===== src/rtl/seg_scan_mux_pkg.sv =====
// ============================================================================
// Module      : seg_scan_mux_pkg
// Description : Shared constants and types for the multiplexed 7-segment
//               display stage and the clock top that feeds it.
// Revision    : 1.0 - initial release
// ============================================================================
`default_nettype none

package seg_scan_mux_pkg;

  // All segments dark on an active-low bus
  localparam logic [6:0] SEG_OFF = 7'h7F;

  // Largest legal BCD digit value
  localparam logic [3:0] BCD_MAX = 4'd9;

  // Defaults shared with the clock top (1 kHz per digit at 50 MHz)
  localparam int DEF_NUM_DIGITS   = 6;
  localparam int DEF_SCAN_DIV     = 50000;
  localparam int DEF_BLANK_CYCLES = 500;

  // Phase within one digit slot
  localparam int PHASE_W = 1;
  typedef enum logic [PHASE_W-1:0] {
    PH_DEAD  = 1'b0,
    PH_DRIVE = 1'b1
  } phase_e;

endpackage

`default_nettype wire


===== src/rtl/seg_scan_mux_decoder.sv =====
// ============================================================================
// Module      : seg_scan_mux_decoder
// Description : BCD to 7-segment decoder, active-low outputs.
//               seg_n_o[0]=a ... seg_n_o[6]=g. Non-BCD codes give all dark.
// Revision    : 1.0 - initial release
// ============================================================================
`default_nettype none

module seg_scan_mux_decoder
  import seg_scan_mux_pkg::*;
(
  input  logic [3:0] bcd_i,
  output logic [6:0] seg_n_o
);

  // Glyph lookup, bit order {g,f,e,d,c,b,a}, 0 = segment lit
  always_comb begin
    seg_n_o = SEG_OFF;
    case (bcd_i)
      4'd0:    seg_n_o = 7'h40;
      4'd1:    seg_n_o = 7'h79;
      4'd2:    seg_n_o = 7'h24;
      4'd3:    seg_n_o = 7'h30;
      4'd4:    seg_n_o = 7'h19;
      4'd5:    seg_n_o = 7'h12;
      4'd6:    seg_n_o = 7'h02;
      4'd7:    seg_n_o = 7'h78;
      4'd8:    seg_n_o = 7'h00;
      4'd9:    seg_n_o = 7'h10;
      default: seg_n_o = SEG_OFF;
    endcase
  end

endmodule

`default_nettype wire


===== src/rtl/seg_scan_mux.sv =====
// ============================================================================
// Module      : seg_scan_mux
// Description : Time-multiplexes NUM_DIGITS BCD digits onto one shared
//               active-low 7-segment bus with per-digit enables. Includes a
//               scan prescaler, a dead time at the start of every slot and a
//               per-frame snapshot of the digit data so a frame never tears.
// Revision    : 1.0 - initial release
// ============================================================================
`default_nettype none

module seg_scan_mux
  import seg_scan_mux_pkg::*;
#(
  parameter int NUM_DIGITS   = DEF_NUM_DIGITS,
  parameter int SCAN_DIV     = DEF_SCAN_DIV,
  parameter int BLANK_CYCLES = DEF_BLANK_CYCLES
) (
  input  logic                      clk,
  input  logic                      rst,
  input  logic [4*NUM_DIGITS-1:0]   digits_bcd,
  input  logic [NUM_DIGITS-1:0]     blank_mask,
  input  logic [NUM_DIGITS-1:0]     dp_mask,
  output logic [6:0]                seg_n,
  output logic                      dp_n,
  output logic [NUM_DIGITS-1:0]     dig_en_n,
  output logic                      frame_tick
);

  localparam int CNT_W = (SCAN_DIV > 1) ? $clog2(SCAN_DIV) : 1;
  localparam int IDX_W = (NUM_DIGITS > 1) ? $clog2(NUM_DIGITS) : 1;

  localparam logic [CNT_W-1:0] CNT_LAST = CNT_W'(SCAN_DIV - 1);
  localparam logic [CNT_W-1:0] CNT_DEAD = CNT_W'(BLANK_CYCLES);
  localparam logic [IDX_W-1:0] IDX_LAST = IDX_W'(NUM_DIGITS - 1);

  // Scan state
  logic [CNT_W-1:0]        cnt_q, cnt_d;
  logic [IDX_W-1:0]        idx_q, idx_d;
  // High for the first cycle after reset: takes the opening snapshot while
  // holding the scan at slot 0, count 0, so the first frame is full length
  logic                    start_q;
  logic                    wrap;
  logic                    take_snap;
  phase_e                  phase;

  // Frame snapshot
  logic [4*NUM_DIGITS-1:0] snap_digits_q;
  logic [NUM_DIGITS-1:0]   snap_blank_q;
  logic [NUM_DIGITS-1:0]   snap_dp_q;

  // Muxed digit for the current slot
  logic [3:0]              w_digit;
  logic                    w_blank;
  logic                    w_dp;
  logic [6:0]              w_dec_seg_n;

  // Registered outputs
  logic [6:0]              seg_n_q, seg_n_d;
  logic                    dp_n_q, dp_n_d;
  logic [NUM_DIGITS-1:0]   dig_en_n_q, dig_en_n_d;
  logic                    frame_tick_q;

  // State register: prescaler, digit index, snapshot and outputs
  always_ff @(posedge clk) begin
    if (rst) begin
      cnt_q         <= '0;
      idx_q         <= '0;
      start_q       <= 1'b1;
      snap_digits_q <= '0;
      snap_blank_q  <= '0;
      snap_dp_q     <= '0;
      seg_n_q       <= SEG_OFF;
      dp_n_q        <= 1'b1;
      dig_en_n_q    <= '1;
      frame_tick_q  <= 1'b0;
    end else begin
      cnt_q        <= cnt_d;
      idx_q        <= idx_d;
      start_q      <= 1'b0;
      seg_n_q      <= seg_n_d;
      dp_n_q       <= dp_n_d;
      dig_en_n_q   <= dig_en_n_d;
      frame_tick_q <= take_snap;
      if (take_snap) begin
        snap_digits_q <= digits_bcd;
        snap_blank_q  <= blank_mask;
        snap_dp_q     <= dp_mask;
      end
    end
  end

  // Next-state: count within the slot, step the digit, wrap by compare
  always_comb begin
    cnt_d = cnt_q;
    idx_d = idx_q;
    wrap  = 1'b0;
    if (start_q) begin
      cnt_d = '0;
      idx_d = '0;
    end else if (cnt_q == CNT_LAST) begin
      cnt_d = '0;
      if (idx_q == IDX_LAST) begin
        idx_d = '0;
        wrap  = 1'b1;
      end else begin
        idx_d = idx_q + 1'b1;
      end
    end else begin
      cnt_d = cnt_q + 1'b1;
    end
    take_snap = start_q | wrap;
  end

  // Select the snapshot entry for the active slot
  always_comb begin
    w_digit = '0;
    w_blank = 1'b0;
    w_dp    = 1'b0;
    for (int i = 0; i < NUM_DIGITS; i++) begin
      if (idx_q == IDX_W'(i)) begin
        w_digit = snap_digits_q[4*i +: 4];
        w_blank = snap_blank_q[i];
        w_dp    = snap_dp_q[i];
      end
    end
  end

  // Single shared decoder on the muxed digit
  seg_scan_mux_decoder u_decoder7segment (
    .bcd_i   (w_digit),
    .seg_n_o (w_dec_seg_n)
  );

  // Output decode: dead time first, then drive the active digit
  always_comb begin
    phase      = (start_q || (cnt_q < CNT_DEAD)) ? PH_DEAD : PH_DRIVE;
    seg_n_d    = SEG_OFF;
    dp_n_d     = 1'b1;
    dig_en_n_d = '1;
    if (phase == PH_DRIVE) begin
      for (int i = 0; i < NUM_DIGITS; i++) begin
        dig_en_n_d[i] = (idx_q != IDX_W'(i));
      end
      // Blanked digits keep their enable so brightness timing stays uniform
      if (!w_blank) begin
        seg_n_d = (w_digit > BCD_MAX) ? SEG_OFF : w_dec_seg_n;
        dp_n_d  = ~w_dp;
      end
    end
  end

  assign seg_n      = seg_n_q;
  assign dp_n       = dp_n_q;
  assign dig_en_n   = dig_en_n_q;
  assign frame_tick = frame_tick_q;

endmodule

`default_nettype wire


===== config.mk =====
export PLATFORM = sky130hd
export DESIGN_NAME = seg_scan_mux
export DESIGN_NICKNAME = d
export VERILOG_FILES = /design/src/rtl/seg_scan_mux_pkg.sv /design/src/rtl/seg_scan_mux_decoder.sv /design/src/rtl/seg_scan_mux.sv
export SDC_FILE = /design/constraint.sdc
export NUM_CORES = 1
export LEC_CHECK = 0
export BUFFER_PORTS_ARGS = -buffer_cell sky130_fd_sc_hd__buf_2
export CORE_AREA = 2 2 80 82
export CTS_BUF_LIST = sky130_fd_sc_hd__clkbuf_8
export CTS_CLUSTER_SIZE = 20
export DETAILED_ROUTE_END_ITERATION = 10
export DIE_AREA = 0 0 82 84
export PLACE_DENSITY_LB_ADDON = 0.1
export SLEW_MARGIN = 20
export SYNTH_ARGS = -nofsm -noshare
export SYNTH_HDL_FRONTEND = slang
export SYNTH_HIERARCHICAL = 1
export SYNTH_SLANG_ARGS = --single-unit

===== constraint.sdc =====
create_clock -name clk -period 4.5 [get_ports clk]
set_clock_uncertainty 0.05 [all_clocks]
set_input_delay 0.675 -clock clk [delete_from_list [all_inputs] [get_ports clk]]
set_output_delay 0.675 -clock clk [all_outputs]
set_load 0.05 [all_outputs]

Word level (Yosys, flattened, before mapping)
Memories as Yosys holds them, arrays and structs flattened. A register that Yosys moved wholly into a read port is not among the register bits.
Cells that the tools add are included.
- register bits: 64
- word-level logic and storage cells: 58
- ROM bits: 112
- memories: 1
- input bits: 38
- bitwise logic cells: 2
- mux-type cells: 23
- eq/ne operators: 11
- add/subtract/negate cells: 2
- reductions and logical operators: 8
- magnitude comparators: 2
- memory list (memory ; depth ; bits a word ; read ports ; clocked after memory_dff ; write ports ; RTL line ; text):
    (no name shown) ; 16 ; 7 ; 1 ; 1 ; 0 ; seg_scan_mux_decoder.sv:19 ; case (bcd_i)
- operator list (kind ; number):
    $mux W4 ; 6
    $add A16 B1 Y16 const B ; 1
    $eq A16 B16 Y1 const B ; 1
    $lt A16 B9 Y1 const B ; 1
    $mux W1 ; 16
    $eq A3 B2 Y1 const B ; 2
    $eq A3 B3 Y1 const B ; 2
    $ne A3 B2 Y1 const B ; 2
    $ne A3 B3 Y1 const B ; 2
    $reduce_or A3 Y1 ; 2
    $gt A4 B4 Y1 const B ; 1
    $reduce_or A2 Y1 ; 2
    $reduce_or A4 Y1 ; 1
    $add A3 B1 Y3 const B ; 1
    $eq A3 B1 Y1 const B ; 1
    $logic_not A3 Y1 ; 1
    $mux W3 ; 1
    $ne A3 B1 Y1 const B ; 1
    $reduce_bool A3 Y1 ; 1
    $logic_or A1 B1 Y1 ; 1
    $not A1 Y1 ; 1
    $or A1 B1 Y1 ; 1

Depth between registers and ports, before layout
- depth after elaboration: 9
- gate-level depth with buffers: 17

Hierarchy
The synthesis kept the hierarchy.
- by module, submodules not included (module ; cells each ; instances ; area each (um^2) ; seq. area each (um^2)):
    seg_scan_mux ; 321 ; 1 ; 3027.9 ; 1421.4
    seg_scan_mux_decoder ; 33 ; 1 ; 210.2 ; 0.0

Worst setup path before layout
OpenSTA, ideal clock, no wires.
- path kind: reg2reg
- from: reg idx_q[0]
- to: reg seg_n_q[1] (netlist: seg_n[1])
- stages on the path, launching flop included: 17
- arrival time: 2811 ps
- required time: 4321 ps
- path buffers: 3
- setup slack: 1510 ps
- cells stage by stage: dfxtp_1 buf_2 buf_2 and2_1 ha_1 buf_1 o21bai_1 a21oi_1 a31oi_1 a2bb2oi_1 o22ai_1 inv_1 ha_1 o21ai_0 o21ai_0 nor3_1 o21ai_0
- word-level cells in the longest chain between the ends: 9
- elaborated cells on any way between the ends: 20
- classes of those cells: order compare: 1; eq/ne: 5; mux: 12; reduce/logical: 2
- RTL lines (what ; RTL line ; text):
    from (decl) ; seg_scan_mux.sv:38 ; logic [IDX_W-1:0] idx_q, idx_d;
    from (signal assigned) ; seg_scan_mux.sv:78 ; idx_q <= idx_d;
    $logic_not A3 Y1 ; seg_scan_mux.sv:120 ; if (idx_q == IDX_W'(i)) begin
    $mux W4 (5 in series) ; seg_scan_mux.sv:120 ;
    $mux W4 (*) ; seg_scan_mux.sv:120 ;
    named net w_digit[0] ; seg_scan_mux.sv:52 ; logic [3:0] w_digit;
    $gt A4 B4 Y1 ; seg_scan_mux.sv:146 ; seg_n_d = (w_digit > BCD_MAX) ? SEG_OFF : w_dec_seg_n;
    $reduce_or A4 Y1 (no line) ; -- ;
    to (decl) ; seg_scan_mux.sv:58 ; logic [6:0] seg_n_q, seg_n_d;
The timed path passes the listed nets; every way through them passes the cells marked *.
A chain may end at the register's enable or synchronous reset.

Worst setup path after layout
- from: reg idx_q[0]
- to: reg seg_n_q[3] (netlist: seg_n[3])
Same word-level chain as after synthesis.

==> impl_metrics.toml <==
[die]
die_h_microns = 84
rows = 29
core_sq_um = 6100
start_util_pct = 53.1
io_pins = 53
die-area_sq_um = 6890
die_w_microns = 82

[power_and_ir_drop]
p_switching_uw = 306
clockPowerShare_pct = 42.5
sw_frac_of_total_pct = 23.0
p_seq_share_pct = 49.9
combinationalPowerShare_pct = 7.7
ir_worst_vdd_uv = 197
p_int_mw = 1.02
p_leak_nw = 1.53
power.density_nw_per_um2 = 359

[yosys]
netlist_top_cells_area = "dfxtp_1 44%, mux2i_1 12%, nor2_1 7.9%"
ys.warnings.count = 6
syn-cell-area_sq_um = 3240
synth_flop_cell = "dfxtp_1"
synthDistinctLibCells = 49
synth_area_leader_cell = "dfxtp_1"
synthArstFlopShare_pct = 0
ys_seq_area_share_pct = 43.9
synth_edf_count = 0
syn-num-nets = 399
synth_seq_cells = 71
avgSynthCellArea_sq_um = 9.15
syn-instance-count = 354
synth_top_area_share_pct = 43.9

[clock_network]
cts_setup_buffers = 0
cts_htree_levels = 3
cts_hold_buf = 0
clock_path_buffers = 2
cts_root_buffer = "clkbuf_8"
cts.sinks = 71
ctsResizeCount = 0
worstSkewPairLatency_ns = 0.34
cts_tree = "done"
clk_pin_slew_ns = 0.07
cts_made_buffers = 9

[place]
dpl.hpwl_microns = 4730
placed_area_sq_um = 3480
port_buffers = 52
place.gp.congestion = 0.830

[layout]
area_growth_pct = 14.3
antenna-diode-count = 0
nets = 446
stdcell_area_sq_um = 3700
utilization_pct = 60.7
drive_above_1_share_pct = 19.7
fill_cells = 563

[timing]
finalCriticalPeriod_ns = 3.36
fmax_mhz = 298
tns_ns = 0
slew_headroom_pct = 46.0
slew_viol_final = 0
setup_viol = 0
whs_ns = 0.418
hold_violations = 0
min_period_over_period_pct = 74.6
rsz0062_at_grt = "false"
worst_pin_slew_ns = 0.807

[detailed_routing]
first_pass_iters = 4
viasPerCell = 5.29
drt_iter0_drc = 123
vias = 2556
drc = 0
wl_microns = 6560
final_antenna_net_count = 0
avgRoutedWirePerCell_microns = 13.6

[run_status]
status = "complete, no violations"

[grt]
grt_use_total_pct = 20.7
antenna_found_initial = 0
grt_max_degree = 41
grt_overflow = 0
grt_pass1_vias = 2420
grt_pass1_wl_microns = 11000

[setup_path]
crit_path_end_kind = "flip-flop"
cp_top_family = "compound AO/OA/AOI/OAI gates"
crit_type = "reg2reg"
slowest_delay_ns = 0.77
cp_max_fo = 21
cp_data_arrival_time_ns = 3.52
critPathLaunch = "idx_q[0]$_SDFFE_PP0N_"
path_depth = 13
timing.rr.start = "idx_q[0]$_SDFFE_PP0N_"
r2r_end = "seg_n[3]$_SDFF_PP1_"
worstSetupEndpoint = "seg_n[3]$_SDFF_PP1_"
crit_required_ns = 4.67
r2r_setup_slack_ns = 1.14
cp_slowest_cell = "dfxtp_1"
crit_buf_inv = 0
reg2regPathDepth = 13
crit_chain = "and2_1 -> ha_1 -> o21bai_1 -> a21oi_1 -> a31oi_1 -> a2bb2oi_1 -> o22ai_1 -> ha_1 -> or2_1 -> a21oi_2 -> a31oi_1 -> nor3_1 -> o21ai_0"
worst_setup_path_start_kind = "flip-flop"

[flow_run]
maxCapViolations = 0

[worst_hold_path]
hp-class = "reg2reg"
[metal layers]
metal  wire length, microns  global-route usage, %  vias up
met4                    119                   8.64        0
met2                   3200                   33.9       49
met3                    226                   3.68       11
met1                   3020                   26.2     1183
li1                       -                      -     1313
met5                      0                      0        -
[worst min-delay path by stage]
| stage | slack, ns | to | depth (start not counted) | startpoint |
|---|---|---|---|---|
| 2_1_floorplan | 0.38 | cnt_q[0]$_SDFF_PP0_ | 1 | cnt_q[0]$_SDFF_PP0_ |
| 3_3_place_gp | 0.40 | cnt_q[0]$_SDFF_PP0_ | 1 | cnt_q[0]$_SDFF_PP0_ |
| 3_5_place_dp | 0.40 | cnt_q[0]$_SDFF_PP0_ | 1 | cnt_q[0]$_SDFF_PP0_ |
| 4_1_cts | 0.42 | cnt_q[0]$_SDFF_PP0_ | 1 | cnt_q[0]$_SDFF_PP0_ |
| 5_1_grt | 0.46 | cnt_q[0]$_SDFF_PP0_ | 1 | cnt_q[0]$_SDFF_PP0_ |
| 6_report | 0.42 | cnt_q[0]$_SDFF_PP0_ | 1 | cnt_q[0]$_SDFF_PP0_ |
[through the flow]
stage / setup slack (ns) / cells / power (mW)
floorplan: 1.51 / 354 / 0.753
global placement: 1.31 / 467 / 0.778
detailed placement: 1.17 / 467 / 0.780
CTS: 1.16 / 483 / 1.34
global route: 0.792 / 483 / 1.38
finish: 1.14 / 483 / 1.33
[power groups by stage]
stage / clock network, mW / logic (mW) / registers [mW]
after floorplan: 0 / 0.0791 / 0.674
after global placement: 0 / 0.101 / 0.677
after detailed placement: 0 / 0.102 / 0.677
after CTS: 0.575 / 0.103 / 0.663
after global routing: 0.600 / 0.116 / 0.665
final: 0.564 / 0.102 / 0.663
[synth_stat cells, types with 4 or more instances]
library cell	number
a21oi_1	12
and3_1	5
buf_2	5
clkbuf_1	7
dfxtp_1	71
ha_1	7
inv_1	9
mux2i_1	39
nand2_1	19
nand2b_1	6
nand3_1	12
nor2_1	68
nor3_1	10
o21ai_0	17
or2_2	4
xnor2_1	8
xor2_1	7
[sequential cells by signal, indices dropped and copies added (netlist names)]
signal / flops
snap_digits_q: 24
cnt_q: 16
seg_n: 7
dig_en_n: 6
snap_blank_q: 6
snap_dp_q: 6
idx_q: 3
dp_n: 1
frame_tick: 1
start_q: 1
[cell type report]
type	count	area, sq um	area share [%]
Multi-Input combinational cell	256	1650	44.6
Sequential cell	71	1420	38.4
Timing Repair Buffer	54	275	7.43
Clock buffer	10	138	3.72
Tap cell	77	96.3	2.60
Clock inverter	6	85.1	2.30
Inverter	9	33.8	0.912
[kinds of logic after synthesis]
group	after synthesis	synth area share (%)
compound gates	50	9.62
xor+xnor	15	4.06
fa+ha+maj	7	2.70
buf+inv	27	5.29
flops	71	43.9
mux	41	12.8
simple gates	143	21.7
[layout by cell type (no fill, tap or decap), drive strengths merged, types with 2 or more instances in the layout]
cell | synthesis | final
a21oi | 14 | 14
a22oi | 3 | 3
a31oi | 2 | 2
and2 | 2 | 2
and3 | 5 | 5
buf | 11 | 54
bufinv | 0 | 2
clkbuf | 7 | 10
clkinv | 0 | 2
dfxtp | 71 | 71
ha | 7 | 7
inv | 9 | 10
mux2 | 2 | 2
mux2i | 39 | 39
nand2 | 19 | 19
nand2b | 6 | 6
nand3 | 12 | 12
nand4 | 3 | 3
nor2 | 68 | 68
nor2b | 3 | 3
nor3 | 10 | 10
nor4 | 3 | 3
o21ai | 17 | 17
o21bai | 2 | 2
o311ai | 2 | 2
o31ai | 2 | 2
or2 | 5 | 5
xnor2 | 8 | 8
xor2 | 7 | 7
[worst register-to-register path, cell delays in order (launching register included)]
cell	delay [ns]
dfxtp_1	0.77
and2_1	0.23
ha_1	0.42
o21bai_1	0.18
a21oi_1	0.08
a31oi_1	0.17
a2bb2oi_1	0.20
o22ai_1	0.19
ha_1	0.25
or2_1	0.21
a21oi_2	0.15
a31oi_1	0.05
nor3_1	0.17
o21ai_0	0.10
(Power assumes the default switching activity.)
